==> src/rtl/multi_cycle_ctrl.sv <==
// Multi-cycle sequencing FSM for the CPU datapath: fetch/decode/execute/memory/writeback
// over stallable instruction and data memory handshakes, with a retired-instruction counter.
//
// state  | meaning
// -------+-----------------------------------------------------------
// FETCH  | imem request outstanding; IR latched when imem_ready
// DECODE | classify opcode; J completes here, HALT/illegal stop here
// EXEC   | ALU operation; BEQ completes here
// MEM    | dmem request outstanding; SW completes on dmem_ready
// WB     | register file write and PC+4
// HALT   | absorbing until RESET
module multi_cycle_ctrl #(
   parameter logic [5:0] OP_RTYPE = 6'b000000,
   parameter logic [5:0] OP_ADDI  = 6'b001000,
   parameter logic [5:0] OP_LW    = 6'b100011,
   parameter logic [5:0] OP_SW    = 6'b101011,
   parameter logic [5:0] OP_BEQ   = 6'b000100,
   parameter logic [5:0] OP_J     = 6'b000010,
   parameter logic [5:0] OP_HALT  = 6'b111111,
   parameter int         CNT_W    = 32
) (
   input  logic             CLK,
   input  logic             RESET,
   input  logic [5:0]       opcode,
   input  logic             zf,
   input  logic             imem_ready,
   input  logic             dmem_ready,
   output logic             imem_req,
   output logic             ir_we,
   output logic             dmem_req,
   output logic             dmem_we,
   output logic             rf_we,
   output logic             alu_src_imm,
   output logic             wb_from_mem,
   output logic             pc_we,
   output logic [1:0]       pc_sel,
   output logic             halted,
   output logic             illegal,
   output logic [2:0]       state,
   output logic [CNT_W-1:0] retired
);

   typedef enum logic [2:0] {
      S_FETCH  = 3'd0,
      S_DECODE = 3'd1,
      S_EXEC   = 3'd2,
      S_MEM    = 3'd3,
      S_WB     = 3'd4,
      S_HALT   = 3'd5
   } state_t;

   state_t           r_state;
   logic             r_illegal;
   logic [CNT_W-1:0] r_retired;

   logic w_is_rtype;
   logic w_is_addi;
   logic w_is_lw;
   logic w_is_sw;
   logic w_is_beq;
   logic w_is_j;
   logic w_is_halt;
   logic w_legal;

   logic       w_imem_req;
   logic       w_ir_we;
   logic       w_dmem_req;
   logic       w_dmem_we;
   logic       w_rf_we;
   logic       w_alu_src_imm;
   logic       w_wb_from_mem;
   logic       w_pc_we;
   logic [1:0] w_pc_sel;
   logic       w_halted;

   assign w_is_rtype = (opcode == OP_RTYPE);
   assign w_is_addi  = (opcode == OP_ADDI);
   assign w_is_lw    = (opcode == OP_LW);
   assign w_is_sw    = (opcode == OP_SW);
   assign w_is_beq   = (opcode == OP_BEQ);
   assign w_is_j     = (opcode == OP_J);
   assign w_is_halt  = (opcode == OP_HALT);
   assign w_legal    = w_is_rtype | w_is_addi | w_is_lw | w_is_sw |
                       w_is_beq | w_is_j | w_is_halt;

   always_comb begin
      w_imem_req    = 1'b0;
      w_ir_we       = 1'b0;
      w_dmem_req    = 1'b0;
      w_dmem_we     = 1'b0;
      w_rf_we       = 1'b0;
      w_alu_src_imm = 1'b0;
      w_wb_from_mem = 1'b0;
      w_pc_we       = 1'b0;
      w_pc_sel      = 2'b00;
      w_halted      = 1'b0;
      case (r_state)
         S_FETCH: begin
            w_imem_req = 1'b1;
            w_ir_we    = imem_ready;
         end
         S_DECODE: begin
            if (w_is_j) begin
               w_pc_we  = 1'b1;
               w_pc_sel = 2'b10;
            end
         end
         S_EXEC: begin
            w_alu_src_imm = w_is_addi | w_is_lw | w_is_sw;
            if (w_is_beq) begin
               w_pc_we  = 1'b1;
               w_pc_sel = {1'b0, zf};
            end
         end
         S_MEM: begin
            w_alu_src_imm = 1'b1;
            w_dmem_req    = 1'b1;
            w_dmem_we     = w_is_sw;
            // a store retires in the cycle its access completes; PC holds while stalled
            w_pc_we       = dmem_ready & w_is_sw;
         end
         S_WB: begin
            w_rf_we       = 1'b1;
            w_wb_from_mem = w_is_lw;
            w_alu_src_imm = ~w_is_rtype;
            w_pc_we       = 1'b1;
         end
         S_HALT: begin
            w_halted = 1'b1;
         end
         default: begin
            w_halted = 1'b0;
         end
      endcase
   end

   // every instruction retires exactly on its single pc_we cycle
   always_ff @(posedge CLK) begin
      if (RESET) begin
         r_state   <= S_FETCH;
         r_illegal <= 1'b0;
         r_retired <= '0;
      end else begin
         if (w_pc_we) begin
            r_retired <= r_retired + CNT_W'(1);
         end
         case (r_state)
            S_FETCH: begin
               if (imem_ready) begin
                  r_state <= S_DECODE;
               end
            end
            S_DECODE: begin
               if (w_is_halt) begin
                  r_state <= S_HALT;
               end else if (!w_legal) begin
                  r_illegal <= 1'b1;
                  r_state   <= S_HALT;
               end else if (w_is_j) begin
                  r_state <= S_FETCH;
               end else begin
                  r_state <= S_EXEC;
               end
            end
            S_EXEC: begin
               if (w_is_rtype || w_is_addi) begin
                  r_state <= S_WB;
               end else if (w_is_lw || w_is_sw) begin
                  r_state <= S_MEM;
               end else begin
                  r_state <= S_FETCH;
               end
            end
            S_MEM: begin
               if (dmem_ready) begin
                  r_state <= w_is_lw ? S_WB : S_FETCH;
               end
            end
            S_WB: begin
               r_state <= S_FETCH;
            end
            S_HALT: begin
               r_state <= S_HALT;
            end
            default: begin
               r_state <= S_FETCH;
            end
         endcase
      end
   end

   assign imem_req    = w_imem_req;
   assign ir_we       = w_ir_we;
   assign dmem_req    = w_dmem_req;
   assign dmem_we     = w_dmem_we;
   assign rf_we       = w_rf_we;
   assign alu_src_imm = w_alu_src_imm;
   assign wb_from_mem = w_wb_from_mem;
   assign pc_we       = w_pc_we;
   assign pc_sel      = w_pc_sel;
   assign halted      = w_halted;
   assign illegal     = r_illegal;
   assign state       = r_state;
   assign retired     = r_retired;

endmodule
==> config.mk <==
export PLATFORM = sky130hd
export DESIGN_NAME = multi_cycle_ctrl
export DESIGN_NICKNAME = d
export VERILOG_FILES = /design/src/rtl/multi_cycle_ctrl.sv
export SDC_FILE = /design/constraint.sdc
export NUM_CORES = 1
export LEC_CHECK = 0
export ABC_CLOCK_PERIOD_IN_PS = 2250
export CAP_MARGIN = 20
export CORE_MARGIN = 5
export CORE_UTILIZATION = 44
export DETAILED_ROUTE_END_ITERATION = 7
export PLACE_DENSITY = 0.88
export SETUP_SLACK_MARGIN = 0.15
export SLEW_MARGIN = 20
export SYNTH_ARGS = -nofsm -noshare
export SYNTH_HDL_FRONTEND = slang
export SYNTH_SLANG_ARGS = --single-unit
==> constraint.sdc <==
create_clock -name CLK -period 2.25 [get_ports CLK]
set_input_delay 0.3375 -clock CLK [delete_from_list [all_inputs] [get_ports CLK]]
set_output_delay 0.3375 -clock CLK [all_outputs]
set_load 0.02 [all_outputs]
==> results of run 1 <==
## cell families (layout without fill, tap and decap cells)
kind of cell / count (synthesis) / after routing
mux: 6 / 6
flops: 36 / 36
compound gates: 58 / 58
xor+xnor: 9 / 9
buf+inv: 22 / 114
simple gates: 130 / 130
fa+ha+maj: 2 / 2
## timing repair
item,in CTS,in global routing
resized for setup,37,27
endpoints found under the setup margin,30,19
gates cloned,0,0
pin swaps,8,7
buffers inserted,5,3
## cell usage after synthesis (6+ instances only)
| library cell | instances |
|---|---|
| nand3_1 | 12 |
| nor4_1 | 6 |
| xnor2_1 | 7 |
| clkbuf_1 | 13 |
| nor2_1 | 24 |
| or4_1 | 15 |
| and3_1 | 7 |
| o31ai_1 | 13 |
| nand4_1 | 6 |
| nand2_1 | 21 |
| a21oi_1 | 21 |
| dfxtp_1 | 36 |
## worst min path at each step
stage / startpoint / end / slack [ns]
finish: retired[31] / retired[31] / 0.49
CTS: retired[31] / retired[31] / 0.50
detailed placement: retired[20] / retired[20] / 0.49
global placement: retired[31] / retired[31] / 0.47
floorplan: retired[20] / retired[20] / 0.52
global route: retired[31] / retired[31] / 0.54
## per-stage QoR
step,TNS (ns),hold slack [ns],power [W],cells
3_5_place_dp,-8.653,0.4914,0.0008484,406
2_1_floorplan,0,0.5191,0.0007496,263
6_report,0,0.4937,0.001357,422
5_1_grt,0,0.5400,0.001399,422
3_3_place_gp,-8.348,0.4733,0.0008465,406
4_1_cts,0,0.4993,0.001357,419
## layout make-up
type,instances,area [sq um],share of cell area
sequential,36,757.0,0.2273
clock buffer,7,97.59,0.02930
clock inverter,1,5.005,0.001503
tap,67,83.83,0.02517
multi-input combinational,205,1451,0.4358
timing repair buffer,101,913.4,0.2742
inverter,5,22.52,0.006762
## per-layer routing
| layer | wire [um] | track usage |
|---|---|---|
| met4 | 93 | 0.06081 |
| met2 | 3429 | 0.3765 |
| met5 | 0 | 0 |
| met1 | 2796 | 0.2607 |
| met3 | 426 | 0.04628 |
## state kept, by name, indices dropped and copies added (netlist names)
signal	flops
state	3
retired	32
illegal	1
## where the power goes
part	switching [W]	internal [W]	leakage [nW]
registers	0.00000823	0.000635	0.299
clock network	0.000234	0.000284	0.0534
logic	0.0000992	0.0000969	0.873
total	0.000341	0.00102	1.23
## worst reg2reg max path, cell delays in order, from the launching register on
cell and delay, ns:
dfxtp_4 0.37, clkinvlp_4 0.09, or4_4 0.58, or3_4 0.36
or4_1 0.53, a21oi_2 0.14
==> results by stage, run 1 <==
Run status:
- The flow ran to the end, and the final reports show no timing, DRC or antenna violations.

Placed design:
- The worst setup timing slack at the placement stage is -0.4505 ns.
- In this run the cell area measured after placement is 3074 sq um.
- Routability-driven placement finished with a final weighted congestion of 0.9458.
- The total half-perimeter wirelength after legalization and detailed placement is 4820 um.
- The count of buffers added on input and output ports is 57.

Pwr:
- The worst supply voltage drop on vdd is 201.4 uV.
- The standby leakage power is 1.226 nW.
- The ratio of total power to cell area is 407.4 nW/um^2.

Detailed routing:
- In this run, the number of DRC markers left after iteration 0 of detailed routing was 285.
- Using the TritonRoute via totals, the vias-per-cell ratio works out to 5.754.
- The detail route stage leaves a number of antenna-violating nets equal to 0.
- The count of TritonRoute iterations in the first routing pass is 4.
- For this run, design rule violations remaining after detail routing come to 0.
- The total via count after detailed routing is 2428.
- After detailed routing, the average wire length per cell comes to 15.98 um.
- The total wirelength of the detailed-routed design is 6745 um.

STA:
- Dividing the final minimum period by the clock period gives 0.9413.
- The headroom to the max-slew limit is 0.7041.
- The final hold violation count came to 0.
- The worst path needs 2.118 ns of the cycle, external delays included.
- For the pin with the worst max-slew slack, the measured transition is 0.4425 ns.
- Setup repair after global routing could not meet its margin everywhere.
- Setup slack on the critical path of the routed design comes to 0.1321 ns.
- Across the routed clock network, the largest skew measured is 0.004426 ns.
- Setup violations remaining at the end of the flow were counted as 0.
- The highest achievable clock rate is 472.2 MHz.
- The number of slew-limit violations in the final report came to 0.

Synth:
- After synthesis, the largest family of logic cells by area is simple AND/OR/NAND/NOR gates.
- The distinct cell type count of the synthesized netlist is 49.
- The simple-gate share of the synthesized area is 0.3586.
- The synthesized-area fraction occupied by ao, oa, aoi and oai cells is 0.1770.
- The most used flip-flop cell after synthesis is dfxtp_1.
- The synthesized design contains 0 enable-type register cells.
- The mean instance size in the synthesized netlist is 8.145 sq um.
- Of the post-synthesis cell area, the dominant cell type holds 0.3364.
- The gate count after technology mapping is 263.
- The mapped netlist covers 2142 sq um.
- The fraction of synthesized cell area in xor and xnor cells is 0.03680.
- After synthesis, the share of flip-flops with an asynchronous set or reset is 0.
- The portion of netlist area occupied by mux cells is 0.03096.
- The post-synthesis cell type with the largest combined area is dfxtp_1.
- Of the total synthesized cell area, the portion taken by full adders, half adders and majority gates is 0.01051.
- Of the synthesized area, sequential elements account for 0.3364.
- The warning count from the yosys run is 0.
- The number of nets in the synthesized netlist is 275.
- The post-synthesis sequential element count is 36.
- Yosys attributes the largest share of cell area to dfxtp_1, or4_1, a21oi_1.

Worst setup path:
- The startpoint type of the worst setup path is a flip-flop.
- The critical register-to-register path endpoint is retired[31].
- The data arrival time of the worst path is 2.35 ns.
- The number of buffers and inverters on the critical path is 1.
- The number of cells on the critical path is 5.
- Walking the worst path, the cells encountered are clkinvlp_4 > or4_4 > or3_4 > or4_1 > a21oi_2.
- The launching instance or port of the critical path is retired[22].
- The cell family contributing the most delay on the critical path is simple AND/OR/NAND/NOR gates.
- The data required time at the worst endpoint is 2.48 ns.
- The critical path class is reg -> reg.
- The worst register-to-register path begins at retired[22].
- The depth of the most critical reg-to-reg path is 5.
- The maximum single-stage delay on the critical path is 0.58 ns.
- For flop-to-flop paths, the worst setup slack is 0.13 ns.
- Following the worst setup path forward leads to its endpoint at retired[31].
- Among all stages on the critical path, the largest delay is contributed by or4_4.
- The worst-path maximum fanout is 4.
- STA classifies the critical path endpoint as a flip-flop.

GRT:
- The global-route wire length before repair is 11030 um.
- The via count of the first global-routing pass is 2358.
- Entering global routing, the biggest net connects 21 pins.
- The remaining global-route overflow is 0.
- For this run, the total global-route usage over all layers was measured as 0.2138.
- The initial antenna violation count was 0.

Cells and area:
- The number of nets in the final layout is 366.
- From synthesis to final layout, the design area changed by 55.49%.
- Measured on the finished design, the core utilization comes to 0.7052.
- The filler cells instantiated in the layout total 364.
- The number of antenna cells inserted is 0.
- The most common library cell in the layout ignoring fill and taps is clkdlybuf4s50_1.
- Leaving out fill and tap cells, the most frequent cells in the layout are clkdlybuf4s50_1, buf_4, nor2_1.
- The layout cell share with drive strength beyond 1 is 0.2873.
- The post-layout instance area is 3331 sq um.

Floorplanning:
- The die boundary height is 79.78 um.
- In this run the standard cell core region covers 4723 sq um.
- The die extent in x is 79.78 um.
- The initial utilization of the core area, before any placement, comes to 0.4535.
- In this run the count of I/O pins placed on the die edge is 58.
- The standard-cell row count is 25.
- The die covers 6364 sq um.

Clocking:
- TritonCTS built the clock tree.
- In this run, post-CTS hold repair placed 0 buffers.
- In this run the number of H-tree levels came out at 2.
- The maximum clock insertion buffer count is 2.
- CTS saw 36 sinks.
- The tree is rooted in a clkbuf_8.
- Clock tree synthesis inserted a total of 5 buffers.
- The source-to-sink clock delay at the later pin of the worst-skew pair is 0.29 ns.
- After clock tree synthesis, the clock-pin slew on the worst setup and hold paths is 0.07 ns.

Job:
- The number of violations of the max-capacitance limit is 0.

Worst hold path:
- In this run the worst hold path is classified as reg -> reg.
- The number of cells on the worst hold path is 2.
Power figures use the tool's default switching activity.
==> run 2: changes to the inputs <==
--- a/config.mk
+++ b/config.mk
@@ -5,12 +5,12 @@
 export SDC_FILE = /design/constraint.sdc
 export NUM_CORES = 1
 export LEC_CHECK = 0
-export ABC_CLOCK_PERIOD_IN_PS = 2250
+export ABC_CLOCK_PERIOD_IN_PS = 2100
 export CAP_MARGIN = 20
 export CORE_MARGIN = 5
-export CORE_UTILIZATION = 44
+export CORE_UTILIZATION = 48
 export DETAILED_ROUTE_END_ITERATION = 7
-export PLACE_DENSITY = 0.88
+export PLACE_DENSITY = 0.91
 export SETUP_SLACK_MARGIN = 0.15
 export SLEW_MARGIN = 20
 export SYNTH_ARGS = -nofsm -noshare
==> constraint.sdc (replaced) <==
create_clock -name CLK -period 2.1 [get_ports CLK]
set_input_delay 0.315 -clock CLK [delete_from_list [all_inputs] [get_ports CLK]]
set_output_delay 0.315 -clock CLK [all_outputs]
set_load 0.02 [all_outputs]
==> run 2 against run 1 <==
  * The flow now finishes with violations (setup timing)
  * Combinational power is 38% higher
  * Sequential power up 7.2%
  * Worst setup slack worse by 0.32 ns
  * Wire length increased by 46%
==> results by stage, run 2 (synthesized netlist as in run 1, its figures left out) <==
Worst setup path:
- In this design, the largest share of critical-path delay is due to simple AND/OR/NAND/NOR gates.
- The data arrival time of the worst path is 2.48 ns (+0.13 ns).
- The reg2reg setup slack came to -0.19 ns (-0.32 ns).
- STA classifies the critical path endpoint as a flip-flop.
- Among all stages on the critical path, the largest delay is contributed by a2111o_1.
- The data required time at the worst endpoint is 2.28 ns (-0.20 ns).
- The critical path class is reg -> reg.
- The maximum single-stage delay on the critical path is 0.49 ns (-0.09 ns).
- Walking the worst path, the cells encountered are buf_6 > nand4bb_1 > a2111o_1 > and3_4 > buf_12 > nor4b_4 > mux2_4.
- STA classifies the critical path startpoint as a flip-flop.
- The buffer and inverter count on the worst path was 2 (+1).
- The worst-path maximum fanout is 7 (+3).

Run status:
- The flow ran to the end, but the final reports show violations.
- The checks that failed: setup timing.

Clocking:
- The number of H-tree branching levels came to 2 (unchanged).
- The clock input transition at the sequential cells of the worst setup and hold paths is 0.08 ns (about the same).
- The CTS buffer count is 5 (unchanged).
- The total clock sinks was 36 (unchanged).
- The source-to-sink clock delay at the later pin of the worst-skew pair came to 0.30 ns (about the same).
- The tree is rooted in a clkbuf_8.
- The number of hold buffers added after cts came to 0 (unchanged).
- TritonCTS built the clock tree.
- The maximum clock insertion buffer count is 2 (unchanged).

STA:
- The slew at the pin closest to its max-slew limit was 0.5677 ns (+0.1252 ns).
- The final-report setup violation count came to 21 (+21).
- The final critical-path setup slack came to -0.1917 ns (-0.3238 ns).
- The share of the clock period used by the worst path is 1.091 (+0.1500).
- The worst hold margin is 0.5165 ns (+0.02288 ns).
- The final hold violation count is 0 (unchanged).
- The headroom to the max-slew limit is 0.6203 (-0.08373).
- The highest achievable clock rate was 436.4 MHz (-7.6%).
- The clock skew after layout is 0.008727 ns (+0.004300 ns).
- Setup repair after global routing could not meet its margin everywhere.
- The number of slew-limit violations in the final report came to 0 (unchanged).
- The post-layout minimum cycle time was 2.292 ns (+0.1738 ns).

Detailed routing:
- The total wirelength of the detailed-routed design was 9852 um (+46%).
- The count of TritonRoute iterations in the first routing pass is 5 (+1).
- The number of remaining DRC errors is 0 (unchanged).
- The mean routed wirelength per cell came to 23.02 um (+44%).
- The post-detailed-route via-to-cell ratio is 6.771 (+18%).
- The total via count after detailed routing is 2898 (+19%).
- The count of antenna-violating nets left after detailed routing is 0 (unchanged).
- The starting DRC count in detailed routing came to 293 (+2.8%).

Cells and area:
- The synthesis-to-finish area growth is 73.60%.
- The top cell types in the final layout, fill and taps aside, are buf_4, clkdlybuf4s50_1, nor2_1.
- The layout cell share with drive strength beyond 1 is 0.4149 (+0.1276).
- The number of fill cells is 221 (-39%).
- The number of standard cells in the layout, taps in and fillers out is 428 (+1.4%).
- The flip-flop count of the largest register, all copies and words added came to 32 (unchanged).
- The number of nets in the final layout was 387 (+5.7%).
- The post-layout instance area is 3719 sq um (+12%).
- The number of antenna cells inserted is 0 (unchanged).
- The library cell used most frequently in the layout, excluding fill and tap cells, is buf_4.
- The final design utilization is 0.8540 (+0.1489).

GRT:
- The initial antenna violation count is 0 (unchanged).
- The overall global routing resource usage is 0.2790 (+0.06514).
- The via count of the first global-routing pass is 2794 (+18%).
- The remaining global-route overflow is 0 (unchanged).
- The global-route wire length before repair came to 13480 um (+22%).
- The largest net degree at the start of global routing is 15 (-29%).

Floorplanning:
- The standard-cell row count is 24 (-4.0%).
- The die boundary height came to 76.80 um (-3.7%).
- The effective utilization at floorplan is 0.4920 (+0.03844).
- The floorplan core area was 4354 sq um (-7.8%).
- The I/O pin count is 58 (unchanged).
- The die extent in x is 76.80 um (-3.7%).
- The die outline area came to 5898 sq um (-7.3%).

Placed design:
- The worst setup timing slack at the placement stage is -0.6069 ns (-0.1564 ns).
- The final weighted congestion in routability-driven placement was 1.059 (+12%).
- The number of placed instances with taps included is 403 (-0.74%).
- The count of buffers inserted at the top-level ports came to 57 (unchanged).
- The total half-perimeter wirelength after legalization and detailed placement came to 5107 um (+5.9%).
- The cell area after placement is 3146 sq um (+2.3%).

Pwr:
- The standby leakage power is 1.394 nW (+14%).
- The ratio of total power to cell area is 403.1 nW/um^2 (-1.1%).
- The worst supply voltage drop on vdd came to 246.0 uV (+22%).

Job:
- The number of violations of the max-capacitance limit is 0 (unchanged).

Worst hold path:
- The class of the worst hold path is reg -> reg.
run 2: cell count changes in the layout (fill, tap and decap cells not counted), moves of 3 or more:
cell | before | now
mux2_1 | 4 | 0
buf_6 | 3 | 13
o31ai_1 | 13 | 6
a21oi_2 | 6 | 10
buf_4 | 41 | 52
mux2_4 | 1 | 5
or4_1 | 10 | 7
o31ai_2 | 0 | 3
or4_4 | 5 | 8
o31ai_4 | 0 | 4
dfxtp_2 | 5 | 8
a21oi_1 | 15 | 11
run 2: area by class of cell:
class                      count  area, sq um  share of cell area
clock buffer                   7        86.33             0.02322
sequential                    36        757.0              0.2036
timing repair buffer         122         1145              0.3079
inverter                       5        22.52            0.006057
clock inverter                 1        6.256            0.001682
multi-input combinational    205         1637              0.4401
tap                           52        65.06             0.01750
run 2: path summary, 6_finish.rpt:
kind | start | endpoint | depth (start not counted)
worst min register to register | retired[20] | retired[20] | 2
worst min-delay path | retired[20] | retired[20] | 2
worst max register to register | state[1] | retired[24] | 7
worst max-delay path | state[1] | retired[24] | 7
run 2: per-layer routing:
| metal | track usage | part of all wire |
|---|---|---|
| met1 | 0.2986 | 0.35 |
| met2 | 0.5000 | 0.49 |
| met3 | 0.05738 | 0.086 |
| met5 | 0 | 0 |
| met4 | 0.1608 | 0.072 |
run 2: tightest hold or removal path, cell delays in order (launching register included):
cell and delay, ns:
dfxtp_2 0.35, o31ai_2 0.07, a21oi_1 0.06
run 2: report_power, final:
part,switching [W],total (W),internal (W),leakage [nW]
registers,0.00000868,0.000689,0.000681,0.300
clock network,0.000272,0.000539,0.000268,0.0488
logic,0.000141,0.000270,0.000129,1.05
total,0.000421,0.00150,0.00108,1.39
run 2: stage by stage:
stage               total power, W   TNS, ns
floorplan                0.0008028   -0.2807
global placement         0.0009050    -14.05
detailed placement       0.0009104    -16.01
CTS                       0.001458  -0.02534
global route              0.001542    -2.451
finish                    0.001499    -2.064
run 2: repair_timing:
item | in CTS | in global routing
setup endpoints to repair | 40 | 30
pin swaps | 20 | 21
cloned | 2 | 1
setup buffers | 11 | 3
hold endpoints to repair | 0 | 0
gates resized for setup | 80 | 46
==> run 3: changes to the inputs <==
--- a/config.mk
+++ b/config.mk
@@ -5,12 +5,12 @@
 export SDC_FILE = /design/constraint.sdc
 export NUM_CORES = 1
 export LEC_CHECK = 0
-export ABC_CLOCK_PERIOD_IN_PS = 2100
+export ABC_CLOCK_PERIOD_IN_PS = 1900
 export CAP_MARGIN = 20
 export CORE_MARGIN = 5
-export CORE_UTILIZATION = 48
+export CORE_UTILIZATION = 28
 export DETAILED_ROUTE_END_ITERATION = 7
-export PLACE_DENSITY = 0.91
+export PLACE_DENSITY = 0.64
 export SETUP_SLACK_MARGIN = 0.15
 export SLEW_MARGIN = 20
 export SYNTH_ARGS = -nofsm -noshare
==> constraint.sdc (replaced) <==
create_clock -name CLK -period 1.9 [get_ports CLK]
set_input_delay 0.285 -clock CLK [delete_from_list [all_inputs] [get_ports CLK]]
set_output_delay 0.285 -clock CLK [all_outputs]
set_load 0.02 [all_outputs]
==> run 3 against run 2 <==
  * The run still ends with setup timing left
  * Worst hold slack worse by 0.023 ns
  * Critical path type unchanged
  * Design area increased by 6.6%
  * Cell count grew 15%
  * Register-to-register slack worse by 0.03 ns
  * Wire length is 20% lower
  * Sequential cell count stayed put
  * Via count down 11%
  * Critical endpoint unchanged
==> results by stage, run 3 (synthesized netlist as in run 1, its figures left out) <==
Run status:
- The run finished, with violations left.
- The final reports fail on setup timing.

Detailed routing:
- The length of routed met2 wiring is 4060 um (-16%).
- The count of antenna-violating nets left after detailed routing is 0 (unchanged).
- The number of remaining DRC errors came to 0 (unchanged).
- The met1 layer wirelength in the final routing is 3286 um (-5.6%).
- The routed length on met3 is 378 um (-55%).
- The post-detailed-route via-to-cell ratio came to 5.260 (-22%).
- The total via count after detailed routing is 2593 (-11%).
- The total wirelength of the detailed-routed design is 7855 um (-20%).
- The count of TritonRoute iterations in the first routing pass was 4 (-1).
- The starting DRC count in detailed routing is 131 (-55%).
- The highest metal layer with signal wires is met4.
- The mean routed wirelength per cell was 15.93 um (-31%).

Pwr:
- The worst supply voltage drop on vdd is 281.6 uV (+14%).
- The clock power share came to 0.357 (-0.003).
- The net switching power of the design is 0.0004361 W (+3.5%).
- The switching share of power is 0.2680 (-0.01308).
- The ratio of total power to cell area is 410.6 nW/um^2 (+1.9%).
- The relative contribution of combinational cells to total power is 0.175 (-0.005).
- The internal power component is 0.001191 W (+11%).
- The power share of the sequential group is 0.468 (+0.008).
- The standby leakage power came to 1.493 nW (+7.1%).

Clocking:
- The clock tree root buffer cell is clkbuf_8.
- The number of hold buffers added after cts came to 0 (unchanged).
- TritonCTS built the clock tree.
- The clock input transition at the sequential cells of the worst setup and hold paths came to 0.08 ns (about the same).
- The maximum clock insertion buffer count is 2 (unchanged).
- The CTS buffer count was 5 (unchanged).
- The source-to-sink clock delay at the later pin of the worst-skew pair came to 0.29 ns (about the same).
- The number of H-tree branching levels came to 2 (unchanged).
- The total clock sinks is 36 (unchanged).

GRT:
- The remaining global-route overflow is 0 (unchanged).
- The overall global routing resource usage is 0.1502 (-0.1288).
- The via count of the first global-routing pass is 2535 (-9.3%).
- The global-route wire length before repair was 11900 um (-12%).
- The initial antenna violation count is 0 (unchanged).
- The largest net degree at the start of global routing was 25 (+10).

STA:
- The clock skew after layout is 0.005686 ns (-0.003041 ns).
- The headroom to the max-slew limit is 0.6723 (+0.05193).
- The final hold violation count came to 0 (unchanged).
- The final-report setup violation count is 27 (+29%).
- The share of the clock period used by the worst path is 1.117 (+0.02582).
- The post-layout minimum cycle time is 2.122 ns (-0.1692 ns).
- The number of slew-limit violations in the final report is 0 (unchanged).
- The highest achievable clock rate is 471.1 MHz (+8.0%).
- The setup TNS is -3.751 ns (-1.687 ns).
- The slew at the pin closest to its max-slew limit is 0.4902 ns (-0.07749 ns).
- Setup repair after global routing could not meet its margin everywhere.
- The final critical-path setup slack is -0.2225 ns (-0.03080 ns).

Placed design:
- The cell area after placement is 3413 sq um (+8.5%).
- The worst setup timing slack at the placement stage is -0.7750 ns (-0.1680 ns).
- The total half-perimeter wirelength after legalization and detailed placement is 5478 um (+7.3%).
- The count of buffers inserted at the top-level ports was 57 (unchanged).
- The final weighted congestion in routability-driven placement is 0.9279 (-12%).

Worst setup path:
- The nature of the critical path endpoint is a flip-flop.
- The worst setup path is of the reg -> reg kind.
- The data arrival time of the worst path is 2.30 ns (-0.18 ns).
- The startpoint type of the worst setup path is a flip-flop.
- The data required time at the worst endpoint is 2.08 ns (-0.20 ns).
- The worst-path maximum fanout was 11 (+4).
- The depth of the most critical reg-to-reg path is 6 (-1).

Floorplanning:
- The effective utilization at floorplan is 0.2907 (-0.2013).
- The I/O pin count is 58 (unchanged).
- The die boundary height was 97.47 um (+27%).
- The die extent in x is 97.47 um (+27%).
- The die outline area is 9499 sq um (+61%).
- The floorplan core area is 7370 sq um (+69%).
- The standard-cell row count was 31 (+29%).

Worst hold path:
- The number of cells on the worst hold path is 2 (unchanged).
- The class of the worst hold path is reg -> reg.

Cells and area:
- The post-layout instance area came to 3964 sq um (+6.6%).
- The number of fill cells is 645 (+190%).
- The number of nets in the final layout is 405 (+4.7%).
- The number of antenna cells inserted is 0 (unchanged).
- The most common library cell in the layout ignoring fill and taps is buf_4.
- The layout cell share with drive strength beyond 1 came to 0.4492 (+0.03434).
- From synthesis to final layout, the design area changed by 85.05%.
- The flip-flop count of the largest register, all copies and words added is 32 (unchanged).
- In the layout the commonest cells are buf_4, clkdlybuf4s50_1, nor2_1.

Job:
- The number of violations of the max-capacitance limit was 0 (unchanged).
-- run 3: changes by cell type in the layout (fill, tap and decap cells not counted), sizes merged, moves of 2 or more --
| cell | change |
|---|---|
| dlymetal6s2s | +3 |
| clkbuf | -3 |
| buf | +22 |
| inv | -2 |
| clkdlybuf4s50 | -3 |
-- run 3: power by group through the flow --
| stage | sequential, W | clock (W) | combinational [W] |
|---|---|---|---|
| after floorplan | 0.000786 | 0 | 0.000107 |
| after global placement | 0.000779 | 0 | 0.000227 |
| after detailed placement | 0.000779 | 0 | 0.000231 |
| after CTS | 0.000761 | 0.000586 | 0.000250 |
| after global routing | 0.000763 | 0.000622 | 0.000304 |
| final | 0.000762 | 0.000581 | 0.000285 |
-- run 3: worst paths after layout --
| check | start | endpoint | slack, ns |
|---|---|---|---|
| max | state[0] | retired[24] | -0.22 |
| max reg2reg | state[0] | retired[24] | -0.22 |
| min | illegal | illegal | 0.49 |
| min reg2reg | illegal | illegal | 0.49 |
-- run 3: metal layers --
metal	track usage	vias up
met1	0.1809	1248
li1	-	1253
met3	0.03661	15
met5	0	-
met4	0.04792	0
met2	0.2615	77
-- run 3: area by class of cell --
class,count,area (sq um),area share
multi-input cells,205,1684,0.4249
flip-flops and latches,36,758.2,0.1913
well taps,99,123.9,0.03125
repair buffers,140,1284,0.3239
clock buffers,8,90.09,0.02273
inverters,5,23.77,0.005997
-- run 3: per-stage QoR --
| step | util | hold WS (ns) | power (W) | cells |
|---|---|---|---|---|
| 2_1_floorplan | - | 0.4689 | 0.0008929 | 263 |
| 3_3_place_gp | 0.4632 | 0.4765 | 0.001006 | 474 |
| 3_5_place_dp | 0.4632 | 0.4630 | 0.001010 | 474 |
| 4_1_cts | 0.4919 | 0.4975 | 0.001597 | 488 |
| 5_1_grt | 0.5379 | 0.5350 | 0.001689 | 493 |
| 6_report | 0.5379 | 0.4936 | 0.001627 | 493 |
-- run 3: worst max-delay path, stage by stage (launching register included) --
cell and delay, ns:
dfxtp_4 0.36, nand4bb_4 0.19, a2111o_1 0.46, and3_4 0.25, buf_6 0.16, nor4b_4 0.26
mux2_4 0.32
-- run 3: repair_timing --
action | in CTS | in global routing
pin swaps | 16 | 26
setup endpoints to repair | 45 | 47
cloned | 1 | 0
buffers inserted | 5 | 5
gates resized for setup | 74 | 60
